`config.mk`:
```
export PLATFORM = sky130hd
export DESIGN_NAME = instr_encoder
export DESIGN_NICKNAME = d
export VERILOG_FILES = /design/src/rtl/arm_isa_pkg.sv /design/src/rtl/sync_fifo.sv /design/src/rtl/instr_encoder.sv
export SDC_FILE = /design/constraint.sdc
export NUM_CORES = 1
export LEC_CHECK = 0
export CAP_MARGIN = 30
export CORE_UTILIZATION = 41
export CTS_BUF_LIST = sky130_fd_sc_hd__clkbuf_16
export CTS_CLUSTER_SIZE = 28
export DETAILED_ROUTE_END_ITERATION = 10
export SLEW_MARGIN = 40
export SYNTH_ARGS = -nofsm -noshare
export SYNTH_HDL_FRONTEND = slang
export SYNTH_SLANG_ARGS = --single-unit
```
`constraint.sdc`:
```
create_clock -name clk -period 6.2 [get_ports clk]
set_input_delay 1.24 -clock clk [delete_from_list [all_inputs] [get_ports clk]]
set_output_delay 1.24 -clock clk [all_outputs]
set_load 0.02 [all_outputs]
```
`src/rtl/arm_isa_pkg.sv`:
```
// arm_isa_pkg: shared ARM-subset ISA definitions for the instruction encoder.
//   op_e        - instruction class carried on in_op (DP, MEM, B)
//   CMD_*       - data-processing cmd codes the core decodes
//   COND_AL     - "always" condition code
//   *_LSB       - bit positions of fields inside an encoded 32-bit word
//   enc_t       - result of encode_instr(): legality flag plus packed word
package arm_isa_pkg;

  typedef enum logic [1:0] {
    OP_DP  = 2'b00,
    OP_MEM = 2'b01,
    OP_BR  = 2'b10
  } op_e;

  localparam logic [3:0] CMD_ADD = 4'b0100;
  localparam logic [3:0] CMD_SUB = 4'b0010;
  localparam logic [3:0] CMD_AND = 4'b0000;
  localparam logic [3:0] CMD_ORR = 4'b1100;
  localparam logic [3:0] CMD_CMP = 4'b1010;

  localparam logic [3:0] COND_AL = 4'hE;

  localparam int unsigned COND_LSB  = 28;
  localparam int unsigned OP_LSB    = 26;
  localparam int unsigned FUNCT_LSB = 20;
  localparam int unsigned BRL_LSB   = 24;
  localparam int unsigned RN_LSB    = 16;
  localparam int unsigned RD_LSB    = 12;
  localparam int unsigned SRC2_LSB  = 0;
  localparam int unsigned IMM24_LSB = 0;

  typedef struct packed {
    logic        legal;
    logic [31:0] word;
  } enc_t;

  // Packs one field tuple; illegal tuples return legal=0 and a zero word.
  function automatic enc_t encode_instr(
    input logic [3:0]  cond,
    input logic [1:0]  op,
    input logic [5:0]  funct,
    input logic [3:0]  rn,
    input logic [3:0]  rd,
    input logic [11:0] src2,
    input logic [23:0] imm24
  );
    enc_t       r;
    logic [3:0] cmd;
    logic [5:0] f;
    logic [3:0] rd_e;
    r     = '0;
    cmd   = funct[4:1];
    f     = funct;
    rd_e  = rd;
    case (op_e'(op))
      OP_DP: begin
        r.legal = (cmd == CMD_ADD) || (cmd == CMD_SUB) || (cmd == CMD_AND) ||
                  (cmd == CMD_ORR) || (cmd == CMD_CMP);
        // CMP only sets flags: S must be set and Rd is architecturally zero.
        if (cmd == CMD_CMP) begin
          f[0] = 1'b1;
          rd_e = '0;
        end
        r.word[COND_LSB +: 4]  = cond;
        r.word[OP_LSB +: 2]    = OP_DP;
        r.word[FUNCT_LSB +: 6] = f;
        r.word[RN_LSB +: 4]    = rn;
        r.word[RD_LSB +: 4]    = rd_e;
        r.word[SRC2_LSB +: 12] = src2;
      end
      OP_MEM: begin
        r.legal = 1'b1;
        r.word[COND_LSB +: 4]  = cond;
        r.word[OP_LSB +: 2]    = OP_MEM;
        r.word[FUNCT_LSB +: 6] = funct;
        r.word[RN_LSB +: 4]    = rn;
        r.word[RD_LSB +: 4]    = rd;
        r.word[SRC2_LSB +: 12] = src2;
      end
      OP_BR: begin
        r.legal = 1'b1;
        r.word[COND_LSB +: 4]   = cond;
        r.word[OP_LSB +: 2]     = OP_BR;
        r.word[BRL_LSB +: 2]    = 2'b10;
        r.word[IMM24_LSB +: 24] = imm24;
      end
      default: r = '0;
    endcase
    if (!r.legal) r.word = '0;
    return r;
  endfunction

endpackage

```
`src/rtl/sync_fifo.sv`:
```
// sync_fifo: single-clock FIFO with registered occupancy count.
//   clk, reset     - clock, synchronous active-high reset (empties the FIFO)
//   push, wdata    - write request/data; ignored when full
//   pop            - read request; ignored when empty
//   rdata          - current head entry (valid when !empty)
//   full, empty    - occupancy flags from the registered count
module sync_fifo #(
  parameter int unsigned WIDTH = 32,
  parameter int unsigned DEPTH = 4
) (
  input  logic             clk,
  input  logic             reset,
  input  logic             push,
  input  logic             pop,
  input  logic [WIDTH-1:0] wdata,
  output logic [WIDTH-1:0] rdata,
  output logic             full,
  output logic             empty
);
  import arm_isa_pkg::*;

  localparam int unsigned PW = (DEPTH > 1) ? $clog2(DEPTH) : 1;
  localparam logic [PW-1:0] PTR_ONE   = PW'(1);
  localparam logic [PW:0]   CNT_DEPTH = (PW + 1)'(DEPTH);

  logic [WIDTH-1:0] mem_q [DEPTH];
  logic [PW-1:0]    wr_ptr_q, rd_ptr_q;
  logic [PW:0]      count_q;
  logic             do_push, do_pop;

  assign full    = (count_q == CNT_DEPTH);
  assign empty   = (count_q == '0);
  assign do_push = push && !full;
  assign do_pop  = pop && !empty;
  assign rdata   = mem_q[rd_ptr_q];

  always_ff @(posedge clk) begin
    if (do_push) mem_q[wr_ptr_q] <= wdata;
  end

  always_ff @(posedge clk) begin
    if (reset) begin
      wr_ptr_q <= '0;
      rd_ptr_q <= '0;
      count_q  <= '0;
    end else begin
      if (do_push) wr_ptr_q <= wr_ptr_q + PTR_ONE;
      if (do_pop)  rd_ptr_q <= rd_ptr_q + PTR_ONE;
      case ({do_push, do_pop})
        2'b10:   count_q <= count_q + 1'b1;
        2'b01:   count_q <= count_q - 1'b1;
        default: count_q <= count_q;
      endcase
    end
  end

endmodule

```
`src/rtl/instr_encoder.sv`:
```
// instr_encoder: packs ARM-subset field tuples into machine words and loads
// them into instruction memory at sequential word addresses.
//   clk, reset               - clock, synchronous active-high reset
//   start                    - begin a load session (ignored while busy)
//   in_valid/in_ready/in_last- tuple handshake, in_last ends the session
//   in_cond..in_imm24        - instruction fields
//   mem_ready                - imem accepts the presented write
//   imem_we/addr/wd          - instruction-memory write port
//   busy, done, err          - session active, end pulse, sticky illegal flag
//   instr_count              - words written this session (saturating)
module instr_encoder
  import arm_isa_pkg::*;
#(
  parameter int unsigned    FIFO_DEPTH = 4,
  parameter int unsigned    AW         = 32,
  parameter logic [AW-1:0]  BASE_ADDR  = '0
) (
  input  logic          clk,
  input  logic          reset,
  input  logic          start,
  input  logic          in_valid,
  output logic          in_ready,
  input  logic          in_last,
  input  logic [3:0]    in_cond,
  input  logic [1:0]    in_op,
  input  logic [5:0]    in_funct,
  input  logic [3:0]    in_rn,
  input  logic [3:0]    in_rd,
  input  logic [11:0]   in_src2,
  input  logic [23:0]   in_imm24,
  input  logic          mem_ready,
  output logic          imem_we,
  output logic [AW-1:0] imem_addr,
  output logic [31:0]   imem_wd,
  output logic          busy,
  output logic          done,
  output logic          err,
  output logic [15:0]   instr_count
);

  typedef enum logic [1:0] {
    S_IDLE,
    S_PROG,
    S_DRAIN,
    S_DONE
  } state_e;

  state_e        state_q, state_d;
  logic [AW-1:0] addr_q;
  logic          err_q;
  logic [15:0]   count_q;

  enc_t          enc;
  logic          accept, push, pop;
  logic          fifo_full, fifo_empty;
  logic [31:0]   fifo_rdata;

  assign enc    = encode_instr(in_cond, in_op, in_funct, in_rn, in_rd, in_src2, in_imm24);
  assign accept = in_valid && in_ready;
  assign push   = accept && enc.legal;
  assign pop    = imem_we && mem_ready;

  sync_fifo #(
    .WIDTH(32),
    .DEPTH(FIFO_DEPTH)
  ) u_fifo (
    .clk  (clk),
    .reset(reset),
    .push (push),
    .pop  (pop),
    .wdata(enc.word),
    .rdata(fifo_rdata),
    .full (fifo_full),
    .empty(fifo_empty)
  );

  always_comb begin
    state_d = state_q;
    case (state_q)
      S_IDLE:  if (start) state_d = S_PROG;
      S_PROG:  if (accept && in_last) state_d = S_DRAIN;
      S_DRAIN: if (fifo_empty) state_d = S_DONE;
      S_DONE:  state_d = S_IDLE;
      default: state_d = S_IDLE;
    endcase
  end

  always_ff @(posedge clk) begin
    if (reset) begin
      state_q <= S_IDLE;
      addr_q  <= BASE_ADDR;
      err_q   <= 1'b0;
      count_q <= '0;
    end else begin
      state_q <= state_d;
      // Nothing is ever buffered in IDLE, so session setup cannot collide with a pop.
      if (state_q == S_IDLE && start) begin
        addr_q  <= BASE_ADDR;
        err_q   <= 1'b0;
        count_q <= '0;
      end else begin
        if (accept && !enc.legal) err_q <= 1'b1;
        if (pop) begin
          addr_q <= addr_q + AW'(4);
          if (count_q != 16'hFFFF) count_q <= count_q + 16'd1;
        end
      end
    end
  end

  assign in_ready    = (state_q == S_PROG) && !fifo_full;
  assign imem_we     = !fifo_empty;
  assign imem_wd     = fifo_empty ? '0 : fifo_rdata;
  assign imem_addr   = addr_q;
  assign busy        = (state_q == S_PROG) || (state_q == S_DRAIN);
  assign done        = (state_q == S_DONE);
  assign err         = err_q;
  assign instr_count = count_q;

endmodule

```
After elaboration in Yosys (flattened, before gate mapping) --
Memory sizes are Yosys's and may differ from the RTL's. A register that Yosys moved wholly into a read port is not among the register bits. Cells that the tools add are included.
Cells by class: reductions and logical operators 25, muxes and demuxes 14, eq/ne operators 16, add/subtract/negate cells 6
Operators with widths (number):
- 33-bit one-hot mux with 3 select lines | 1
- 32-bit 2-to-1 mux | 2
- 32-bit by 3-bit adder with 32-bit output, second input constant | 1
- 16-bit by 1-bit adder with 16-bit output, second input constant | 1
- 16-bit != test, second input constant | 1
- 2-bit 2-to-1 mux | 5
- 1-bit logical AND | 9
- 2-bit == test, second input constant | 4
- 4-bit == test, second input constant | 2
- 2-bit one-hot mux with 4 select lines | 1
- 2-bit by 1-bit == test with 1-bit output, second input constant | 3
- 2-bit != test, second input constant | 3
- 3-bit one-hot mux with 2 select lines | 1
- 1-bit logical OR | 5
- 2-bit by 1-bit adder with 2-bit output, second input constant | 2
- 4-bit by 2-bit == test with 1-bit output, second input constant | 1
- 4-bit by 3-bit == test with 1-bit output, second input constant | 1
- 2-bit zero test | 2
- 4-bit zero test | 1
- 4-bit 2-to-1 mux | 1
- 3-bit by 1-bit adder with 3-bit output, second input constant | 1
- 3-bit == test, second input constant | 1
- 1-bit zero test | 3
- 3-bit zero test | 1
- 6 further kinds | 8
Word-level totals: output and inout bits 85, word-level logic and storage cells 69, memories 1, input port bits 62, RAM bits 128, bits in registers 58
Memories:
- u_fifo.mem_q | depth 4, width 32, rd ports 1, clocked after memory_dff 1, wr ports 1, RTL line sync_fifo.sv:26 | logic [WIDTH-1:0] mem_q [DEPTH];

Longest topological paths before layout --
depth after elaboration 10, depth in mapped cells 13, depth with buffers taken out 12

Hierarchy --
From an unflattened synthesis, not the netlist that was laid out.
Second synthesis, totals: cell total of the unflattened synthesis 630, area, all modules 8318.0 um^2
Modules (own cells, without submodules):
- sync_fifo | area each 5143.7 um^2, cells each 221, times used 1, sequential area each 4023.9 um^2
- instr_encoder | area each 3174.3 um^2, cells each 409, times used 1, sequential area each 980.9 um^2

Worst setup path before layout --
OpenSTA, ideal clock, no wires.
path type input port to flip-flop, from input port in_op[0], to memory u_fifo.mem_q[0][0], enable pin, setup time 392 ps, arrival time 3337 ps, data required time 5808 ps, stages 7, buffers on the path 1, slack 2471 ps, path through inv_1 -> ha_1 -> inv_1 -> o31ai_1 -> and2_1 -> clkbuf_1 -> and3_1
On the way: cells in the longest elaborated chain, start to end 6, elaborated cells between the ends (all ways) 8, those cells by class eq/ne: 2; mux: 3; reduce/logical: 3
Ends and longest elaborated chain:
- start: declaration | RTL line instr_encoder.sv:25 | input logic [1:0] in_op,
- 2-bit == test, or another cell as far along | RTL line arm_isa_pkg.sv:55 | case (op_e'(op))
- 33-bit one-hot mux with 3 select lines (*) | RTL line arm_isa_pkg.sv:55
- 1-bit logical AND (*) | RTL line instr_encoder.sv:60 | assign push = accept && enc.legal;
- 1-bit logical AND (*) | RTL line sync_fifo.sv:33 | assign do_push = push && !full;
- 1-bit 2-to-1 mux (*) | RTL line sync_fifo.sv:38 | if (do_push) mem_q[wr_ptr_q] <= wdata;
- 1-bit 2-to-1 mux (not written as such) (*) | RTL line sync_fifo.sv:38
- end: declaration | RTL line sync_fifo.sv:26
Every way passes the cells marked *; elsewhere a longest branch is shown, timed or not.

Final worst setup path --
from input port in_op[1], to register u_fifo.count_q[2]
On the way: cells in the longest elaborated chain, start to end 6, elaborated cells between the ends (all ways) 10, those cells by class eq/ne: 4; mux: 2; reduce/logical: 4
Ends and longest elaborated chain:
- 2-bit == test, or another cell as far along | RTL line arm_isa_pkg.sv:55
- 33-bit one-hot mux with 3 select lines (*) | RTL line arm_isa_pkg.sv:55
- 1-bit logical AND (*) | RTL line instr_encoder.sv:60
- 1-bit logical AND (*) | RTL line sync_fifo.sv:33
- 2-bit by 1-bit == test with 1-bit output or 2-bit == test (tied branches) | RTL line sync_fifo.sv:49 | case ({do_push, do_pop})
- 3-bit one-hot mux with 2 select lines or 2-bit nonzero test (tied branches)
- end signal: assignment | RTL line sync_fifo.sv:50 | 2'b10: count_q <= count_q + 1'b1;
- end signal: assignment | RTL line sync_fifo.sv:51 | 2'b01: count_q <= count_q - 1'b1;
- end signal: assignment | RTL line sync_fifo.sv:52 | default: count_q <= count_q;
- end: declaration | RTL line sync_fifo.sv:28 | logic [PW:0] count_q;
Marks and branches as above. A chain may end at the register's enable or synchronous reset.

==> qor.yml <==
endpoint: "u_fifo.count_q[2]$_SDFFE_PP0P_"
combPwrFrac: 0.214
synth_compound_area_frac: 0.0913
synth_area_leaders: "edfxtp_1 47%, dfxtp_1 14%, mux4_2 8.7%"
yosys_warnings: 0
drv_slew: 0
async_flop_share: 0
postLayoutCoreUtil: 0.538
finalInstanceArea_mm2: 0.0105
post-cts-setup-buffers: 0
p_clk_frac: 0.337
yosys_most_used_dff: "edfxtp_1"
yosysTopAreaCell: "edfxtp_1"
synthSimpleGateAreaFrac: 0.141
cts_num_sinks: 186
grt_pass1_wl_mm: 29.3
rr_startpoint: "u_fifo.count_q[2]$_SDFFE_PP0P_"
wl_mm: 19.1
switchingPower_w: 0.000889
setup_tns_ns: 0
finalSetupViolations: 0
grt_max_degree: 44
drive_above_1_share: 0.112
row_count: 51
startpoint_type: "input pin"
hp-class: "reg2reg"
hold_slack_ns: 0.481
yosys.cell_types.count: 52
antenna_found_initial: 0
synth_common_cells: "128 x edfxtp_1, 58 x dfxtp_1, 45 x nor2_1"
seq_area_frac_synth: 0.606
placed_area_mm2: 0.00998
wl_per_cell_um: 18.3
synth-adder-area-share: 0.0297
cts_resized: 0
use_met1: 0.254
grt_remaining_overflow: 0
yosys_register_bits: 186
finalHoldViolCount: 0
rr_worst_depth: 9
die_x_um: 144
top_usage_layer: "met2"
crit_fanout: 10
drt_iter0_drc: 331
p_per_area_mw_per_mm2: 293
status: "finished clean"
cp-end-kind: "flop"
synthXorXnorAreaFrac: 0.0138
synth_edf_count: 128
core_area_mm2: 0.0196
worstMarginPinSlew_ns: 0.850
drv_cap: 0
port_buffers: 144
dieArea_mm2: 0.0207
final_antenna_net_count: 0
power_leakage_nw: 3.48
slew-limit-headroom: 0.429
postCtsHoldBufs: 0
synth.avg_cell_area_um2: 13.1
nets: 845
timing.final.crit_share: 0.675
clock_skew_ns: 0.00881
gr-usage-met2: 0.300
use_met3: 0.0543
criticalPathCategory: "in2reg"
numCtsBuffers: 17
cp_data_arrival_time_ns: 4.53
dpl.hpwl_mm: 12.5
gp_congestion: 0.792
grt_pass1_vias: 5522
syn_area_mm2: 0.00826
pwr-share-seq: 0.449
yosysMostFrequentCell: "edfxtp_1"
diodes: 0
cts_root_buffer: "clkbuf_16"
yosysTopAreaCellShare: 0.465
synthCells: 632
clk_latency_ns: 0.43
die-height_um: 144
rsz0062_at_grt: "no"
cts-htree-levels: 4
switching_share: 0.287
internal_power_w: 0.00220
area_delta_synth_final_pct: 27.6
dr.pass1.iters: 5
grtUsageTotal: 0.189
setup.worst_path.start: "in_op[1]"
synth_top_family_by_area: "simple AND/OR/NAND/NOR gates"
drc: 0
r2r_end: "u_fifo.count_q[2]$_SDFFE_PP0P_"
min_period_ns: 4.19
vdd_drop_max_v: 0.000173
clk_path_buf_depth: 2
vias: 5698
viasPerCell: 5.47
cts_tree: "built"
clkTransAtPathRegs_ns: 0.07
rrSetupSlack_ns: 3.43
initial_utilization: 0.422
pin_count: 147
synth_mux_area_frac: 0.0921
crit_required_ns: 6.55
fmaxAchievable_mhz: 239
[worst max-delay path, cell delays in order]
cell and delay, ns:
clkdlybuf4s50_1 0.52, inv_1 0.16, ha_1 0.20, inv_1 0.06
o31ai_1 0.72, and2_1 0.48, nand2_1 0.12, ha_1 0.22
inv_1 0.08, fa_1 0.19, xor2_1 0.08, or3_1 0.31
a21oi_1 0.15
[final cells by class]
cell class / count / area [µm²]
clock buffer: 17 / 425
clock inverter: 15 / 148
fill: 1713 / 9040
inverter: 18 / 67.6
multi-input combinational: 393 / 3080
sequential: 186 / 5010
tap: 265 / 332
timing repair buffer: 148 / 1490
[flip-flops by register name, indices dropped and copies added (netlist names), named ones only]
| register | flops |
|---|---|
| u_fifo.mem_q | 128 |
| imem_addr | 30 |
| instr_count | 16 |
| u_fifo.count_q | 3 |
| state_q | 2 |
| u_fifo.rd_ptr_q | 2 |
| u_fifo.wr_ptr_q | 2 |
| err | 1 |
[worst min-delay path by stage]
stage	start	depth (start not counted)	end
3_3_place_gp	err$_SDFFE_PP0P_	1	err$_SDFFE_PP0P_
4_1_cts	err$_SDFFE_PP0P_	1	err$_SDFFE_PP0P_
6_report	err$_SDFFE_PP0P_	1	err$_SDFFE_PP0P_
2_1_floorplan	state_q[1]$_SDFFE_PP0P_	2	state_q[1]$_SDFFE_PP0P_
3_5_place_dp	err$_SDFFE_PP0P_	1	err$_SDFFE_PP0P_
5_1_grt	err$_SDFFE_PP0P_	1	err$_SDFFE_PP0P_
[placed cells by master, fill, tap and decap left out, drive strengths merged, types with 24 or more instances in the layout]
cell,count
mux4,32
nor2,45
clkdlybuf4s50,144
dfxtp,58
inv,30
a21oi,34
edfxtp,128
and2,35
nand2,27
a22oi,24
[stage by stage]
step / instances / setup slack (ns) / total power [W]
3_5_place_dp: 1010 / 1.69 / 0.00209
6_report: 1042 / 2.01 / 0.00309
4_1_cts: 1042 / 2.09 / 0.00313
3_3_place_gp: 1009 / 1.88 / 0.00207
2_1_floorplan: 633 / 2.47 / 0.00181
5_1_grt: 1042 / 1.92 / 0.00323
[routing by layer]
layer  part of all wire  up-vias
li1                   -     2695
met1               0.45     2816
met2               0.47      174
met3              0.070       13
met4             0.0087        0
met5                  0        -
[power groups by stage]
| stage | combinational, W | sequential, W | clock [W] |
|---|---|---|---|
| finish | 0.000661 | 0.00139 | 0.00104 |
| global route | 0.000719 | 0.00140 | 0.00111 |
| CTS | 0.000672 | 0.00139 | 0.00106 |
| detailed placement | 0.000670 | 0.00142 | 0 |
| global placement | 0.000653 | 0.00142 | 0 |
| floorplan | 0.000405 | 0.00141 | 0 |
[cells by family (layout without fill, tap and decap cells)]
family | Yosys count | after routing
simple gates | 209 | 209
flops | 186 | 186
compound gates | 114 | 114
buf+inv | 54 | 198
mux | 36 | 36
fa+ha+maj | 19 | 19
xor+xnor | 13 | 13
other cells | 1 | 2
Power figures use the tool's default switching activity.
